### config.mk
export PLATFORM = sky130hd
export DESIGN_NAME = udp_mode_recv_flat
export DESIGN_NICKNAME = d
export VERILOG_FILES = /design/src/rtl/udp_mode_recv_if.sv /design/src/rtl/udp_mode_recv.sv /design/src/flat_wrapper.sv
export SDC_FILE = /design/constraint.sdc
export NUM_CORES = 1
export LEC_CHECK = 0
export CAP_MARGIN = 20
export CORE_ASPECT_RATIO = 0.9
export CORE_MARGIN = 8
export CORE_UTILIZATION = 49
export CTS_CLUSTER_DIAMETER = 60
export CTS_CLUSTER_SIZE = 10
export DETAILED_ROUTE_END_ITERATION = 10
export HOLD_SLACK_MARGIN = 0.03
export PLACE_DENSITY = 0.77
export SLEW_MARGIN = 25
export SYNTH_ARGS = -nofsm -noshare
export SYNTH_HDL_FRONTEND = slang
export SYNTH_SLANG_ARGS = --single-unit
### constraint.sdc
create_clock -name clk -period 2.9 [get_ports clk]
set_input_delay 0.87 -clock clk [delete_from_list [all_inputs] [get_ports clk]]
set_output_delay 0.87 -clock clk [all_outputs]
set_load 0.05 [all_outputs]
### src/rtl/udp_mode_recv_if.sv
// UDP application receive-side byte stream: payload strobe, byte and payload length.
// The stack drives the master side and udp_mode_recv takes the slave side.
interface udp_mode_recv_if;
  logic        app_rx_data_valid;
  logic [7:0]  app_rx_data;
  logic [15:0] app_rx_data_length;

  modport master (
    output app_rx_data_valid,
    output app_rx_data,
    output app_rx_data_length
  );

  modport slave (
    input app_rx_data_valid,
    input app_rx_data,
    input app_rx_data_length
  );
endinterface

### src/rtl/udp_mode_recv.sv
// Collects a UDP payload, validates it as a 2-byte big-endian mode command and reports it.
// Define UDP_MODE_RECV_FILTER_EN to accept only the camera and SD-card command codes.
module udp_mode_recv (
  input  logic                  clk,
  input  logic                  rst_n,
  udp_mode_recv_if.slave        rx,
  output logic [15:0]           mode_cmd,
  output logic                  mode_cmd_valid,
  output logic                  mode_cam,
  output logic                  cmd_err,
  output logic [7:0]            err_cnt
);

  localparam logic [15:0] CMD_CAMERA = 16'h0001;
  localparam logic [15:0] CMD_SD     = 16'h0003;

  typedef enum logic {IDLE, RECV} state_t;

  state_t      state;
  logic [1:0]  byte_cnt;
  logic [15:0] shift;
  logic [15:0] len_reg;
  logic        code_ok;
  logic        pkt_ok;

  function automatic logic [7:0] sat_inc8(input logic [7:0] v);
    return (v == 8'hFF) ? v : v + 8'd1;
  endfunction

  // A count of 3 stands for "three or more bytes", so later bytes cannot wrap it back to 2.
  function automatic logic [1:0] sat_inc2(input logic [1:0] v);
    return (v == 2'd3) ? v : v + 2'd1;
  endfunction

  always_comb begin
`ifdef UDP_MODE_RECV_FILTER_EN
    code_ok = (shift == CMD_CAMERA) || (shift == CMD_SD);
`else
    code_ok = 1'b1;
`endif
    pkt_ok = (byte_cnt == 2'd2) && (len_reg == 16'd2) && code_ok;
  end

  always_ff @(posedge clk or negedge rst_n) begin
    if (!rst_n) begin
      state          <= IDLE;
      byte_cnt       <= 2'd0;
      shift          <= 16'h0000;
      len_reg        <= 16'h0000;
      mode_cmd       <= 16'h0000;
      mode_cmd_valid <= 1'b0;
      mode_cam       <= 1'b1;
      cmd_err        <= 1'b0;
      err_cnt        <= 8'd0;
    end else begin
      mode_cmd_valid <= 1'b0;
      cmd_err        <= 1'b0;
      case (state)
        IDLE: begin
          if (rx.app_rx_data_valid) begin
            shift[15:8] <= rx.app_rx_data;
            len_reg     <= rx.app_rx_data_length;
            byte_cnt    <= 2'd1;
            state       <= RECV;
          end
        end
        RECV: begin
          if (rx.app_rx_data_valid) begin
            if (byte_cnt == 2'd1) shift[7:0] <= rx.app_rx_data;
            byte_cnt <= sat_inc2(byte_cnt);
          end else begin
            // First low cycle ends the packet: judge it and report exactly once.
            state    <= IDLE;
            byte_cnt <= 2'd0;
            if (pkt_ok) begin
              mode_cmd       <= shift;
              mode_cmd_valid <= 1'b1;
              if (shift == CMD_CAMERA) mode_cam <= 1'b1;
              else if (shift == CMD_SD) mode_cam <= 1'b0;
            end else begin
              cmd_err <= 1'b1;
              err_cnt <= sat_inc8(err_cnt);
            end
          end
        end
        default: state <= IDLE;
      endcase
    end
  end

endmodule

### src/flat_wrapper.sv
// flat-port wrapper written by rule: the top's interface ports become plain ports
module udp_mode_recv_flat 
  (clk, rst_n, mode_cmd, mode_cmd_valid, mode_cam, cmd_err, err_cnt, rx_app_rx_data_valid, rx_app_rx_data, rx_app_rx_data_length);
  udp_mode_recv_if rx_i ();
  input  logic clk;
  input  logic rst_n;
  output logic [15:0] mode_cmd;
  output logic mode_cmd_valid;
  output logic mode_cam;
  output logic cmd_err;
  output logic [7:0] err_cnt;
  input wire logic [$bits(rx_i.app_rx_data_valid)-1:0] rx_app_rx_data_valid;
  input wire logic [$bits(rx_i.app_rx_data)-1:0] rx_app_rx_data;
  input wire logic [$bits(rx_i.app_rx_data_length)-1:0] rx_app_rx_data_length;
  assign rx_i.app_rx_data_valid = rx_app_rx_data_valid;
  assign rx_i.app_rx_data = rx_app_rx_data;
  assign rx_i.app_rx_data_length = rx_app_rx_data_length;
  udp_mode_recv u_core (.clk(clk), .rst_n(rst_n), .rx(rx_i), .mode_cmd(mode_cmd), .mode_cmd_valid(mode_cmd_valid), .mode_cam(mode_cam), .cmd_err(cmd_err), .err_cnt(err_cnt));
endmodule
==> results.sh <==
export IMPL_num_antenna_cells=0
export IMPL_final_setup_tns_ns=0
export IMPL_chipWidth_um=91.78
export IMPL_critPathBufInv=1
export IMPL_p_per_area_nw_per_um2=669.5
export IMPL_critical_path_top_delay_family="buffers and inverters"
export IMPL_synth_cell_area_um2=2532
export IMPL_i_o_pin_cnt=54
export IMPL_wirelength_um=4900
export IMPL_power_ir_vdd_worst_v=0.0003193
export IMPL_result_of_the_run="complete, no violations"
export IMPL_rows=25
export IMPL_fin_total_pwr_w=0.002221
export IMPL_cp_slowest_stage_delay_ns=0.79
export IMPL_p_leak_nw=1.478
export IMPL_synth_lib_cells_used_distinct=29
export IMPL_n_fill_cell=398
export IMPL_routed_wire_length_per_instance_um=15.91
export IMPL_max_cap_violations=0
export IMPL_dr_total_vias=1558
export IMPL_via_count_of_the_first_global_routing_pass=1690
export IMPL_clock_fmax_mhz=396.7
export IMPL_relSlewSlack_pct=65.76
export IMPL_final_core_util_pct=64.68
export IMPL_proportion_of_layout_cells_with_a_drive_suffix_above_1_pct=30.29
export IMPL_die_y_um=84.20
export IMPL_grt_ovfl_total=0
export IMPL_synth_seq_area_share_pct=61.31
export IMPL_clock_sinks=62
export IMPL_drtIter0Drc=35
export IMPL_min_path_type="register to register"
export IMPL_cts_inserted_buffers=9
export IMPL_finalHoldWorstSlack_ns=0.4429
export IMPL_grt_start_max_net_pins=25
export IMPL_dieArea_um2=7728
export IMPL_gp_congestion=0.7818
export IMPL_port_bufs=53
export IMPL_synth_nets=202
export IMPL_postCtsHoldBufs=0
export IMPL_path_class="register to output port"
export IMPL_postCtsSetupRepairBufs=0
export IMPL_clk_skew_ns=0.007753
export IMPL_slowest_stage="sky130_fd_sc_hd__clkdlybuf4s50_1"
export IMPL_cts_resized_gates=0
export IMPL_cp_cell_sequence="clkdlybuf4s50_1"
export IMPL_clock_latency_ns=0.33
export IMPL_synthesis_area_per_instance_um2=14.81
export IMPL_clock_root_buffer="sky130_fd_sc_hd__clkbuf_8"
export IMPL_floorplan_initialDensity_pct=49.37
export IMPL_hpwl_um=3631
export IMPL_grt_antenna_before_repair=0
export IMPL_critical_path_endpoint_type="output port"
export IMPL_layout_area_overhead_vs_synth_pct=31.03
export IMPL_final_hold_violation_count=0
export IMPL_critPathMaxFanout=2
export IMPL_drt_first_pass_iters=4
export IMPL_placeableCoreArea_um2=5130
export IMPL_route_detailed_vias_per_inst=5.058
export IMPL_rsz0062_at_grt="false"
export IMPL_postSynthCellCount=171
export IMPL_worstMarginPinSlew_ns=0.5120
export IMPL_final_count_of_negative_setup_slack_endpoints=0
export IMPL_cp_arrival_ns=1.65
export IMPL_cts_htree_levels=3
export IMPL_layout_worst_path_cycle_share_pct=86.92
export IMPL_yosys_warnings=0
export IMPL_grt_use_total_pct=13.89
export IMPL_cts_tree="yes"
export IMPL_setup_worst_path_start_class="register"
export IMPL_drc_errors=0
export IMPL_cts_path_max_buffers=2
export IMPL_period_minus_slack_ns=2.521
export IMPL_ys_seq_elements=62
export IMPL_pins_over_their_slew_limit=0
export IMPL_grt_pass1_wl_um=8411
export IMPL_postRouteAntennaNets=0
export IMPL_fin_nets=267
export IMPL_critPathRequiredTime_ns=2.03
export IMPL_clkSlewWorstSetupHoldPaths_ns=0.06
## kinds of logic after synthesis
family | Yosys count | share of synthesized area (%)
buffers and inverters | 9 | 1.927
AOI/OAI and AO/OA | 9 | 2.124
and+or+nand+nor | 31 | 8.350
DFF | 62 | 61.31
adders and majority gates | 4 | 1.976
muxes | 51 | 22.58
xor gates and xnor gates | 5 | 1.729
## worst paths after layout
check                      depth (start not counted)                           from                              to  slack [ns]
setup / recovery                                   1    u_core.mode_cam$_DFFE_PN1P_                        mode_cam        0.38
hold / removal                                     1    u_core.shift[1]$_DFFE_PN0P_     u_core.mode_cam$_DFFE_PN1P_        0.44
setup reg to reg                                   5  u_core.len_reg[2]$_DFFE_PN0P_  u_core.mode_cmd[8]$_DFFE_PN0P_        0.78
hold reg to reg                                    1    u_core.shift[1]$_DFFE_PN0P_     u_core.mode_cam$_DFFE_PN1P_        0.44
max in group asynchronous                          2                          rst_n   u_core.err_cnt[0]$_DFFE_PN0P_        1.72
min in group asynchronous                          1                          rst_n  u_core.mode_cmd[4]$_DFFE_PN0P_        0.50
## layout by cell type, fill, tap and decap left out, drive strengths merged
cell,count
a21boi,1
a21oi,3
nand2,3
xnor2,5
clkinv,2
o21ai,1
o31ai,1
inv,4
nor4,4
nand3,5
clkdlybuf4s50,52
and3,4
nor2,2
mux2i,2
nand4,4
buf,7
dfrtp,61
mux2,49
nor4b,2
or4,2
and2,1
and4b,1
clkbuf,14
a31oi,3
nor2b,3
ha,4
dfstp,1
## area by class of cell
| cell class | count | area (um^2) | share of cell area [%] |
|---|---|---|---|
| Inverter | 4 | 15.01 | 0.4525 |
| Multi-Input combinational cell | 100 | 933.4 | 28.13 |
| Clock inverter | 2 | 10.01 | 0.3017 |
| Timing Repair Buffer | 59 | 570.5 | 17.19 |
| Clock buffer | 14 | 152.6 | 4.600 |
| Sequential cell | 62 | 1553 | 46.79 |
| Tap cell | 67 | 83.83 | 2.526 |
## per-layer routing
layer / wire, um / share of wire (%) / global-route usage [%] / vias to the layer above
met4: 111 / 2.3 / 7.456 / 0
met3: 359 / 7.3 / 5.971 / 11
li1: - / - / - / 751
met5: 0 / 0 / 0 / -
met1: 2289 / 47 / 17.37 / 752
met2: 2139 / 44 / 19.82 / 44
## synth_stat cells
master                     number  share of area (%)
sky130_fd_sc_hd__mux2_2        49                 22
sky130_fd_sc_hd__nor4_1         4               0.99
sky130_fd_sc_hd__nand3_1        5               0.99
sky130_fd_sc_hd__ha_1           4                2.0
sky130_fd_sc_hd__buf_8          1               0.59
sky130_fd_sc_hd__a31oi_1        3               0.74
sky130_fd_sc_hd__or4_4          1               0.44
sky130_fd_sc_hd__or4_1          1               0.30
sky130_fd_sc_hd__inv_1          4               0.59
sky130_fd_sc_hd__nor2_1         2               0.30
sky130_fd_sc_hd__nor4b_4        1               0.94
sky130_fd_sc_hd__dfrtp_1       61                 60
sky130_fd_sc_hd__a21oi_1        3               0.59
sky130_fd_sc_hd__nor2b_1        3               0.74
sky130_fd_sc_hd__clkbuf_1       3               0.44
sky130_fd_sc_hd__o21ai_0        1               0.20
sky130_fd_sc_hd__nand4_1        3               0.74
sky130_fd_sc_hd__o31ai_1        1               0.30
sky130_fd_sc_hd__and3_1         4               0.99
sky130_fd_sc_hd__and2_1         1               0.25
sky130_fd_sc_hd__nand2_1        3               0.44
sky130_fd_sc_hd__dfstp_2        1                1.0
sky130_fd_sc_hd__nor4b_1        1               0.35
sky130_fd_sc_hd__mux2i_1        2               0.79
sky130_fd_sc_hd__xnor2_1        5                1.7
sky130_fd_sc_hd__a21boi_1       1               0.30
sky130_fd_sc_hd__and4b_1        1               0.40
sky130_fd_sc_hd__buf_4          1               0.30
sky130_fd_sc_hd__nand4_2        1               0.49
## power breakdown
group          internal, W  total, W  switching (W)  leakage [nW]
logic             0.000226  0.000475       0.000249         0.618
registers         0.000996   0.00111       0.000113         0.776
clock network     0.000332  0.000638       0.000306        0.0844
## stage by stage
| stage | setup WS, ns | std cells | instance area (um^2) |
|---|---|---|---|
| 2_1_floorplan | 0.8685 | 171 | 2532 |
| 3_3_place_gp | 0.4215 | 292 | 3156 |
| 3_5_place_dp | 0.3532 | 292 | 3156 |
| 4_1_cts | 0.3566 | 308 | 3318 |
| 5_1_grt | 0.3241 | 308 | 3318 |
| 6_report | 0.3794 | 308 | 3318 |
(Power assumes the default switching activity.)
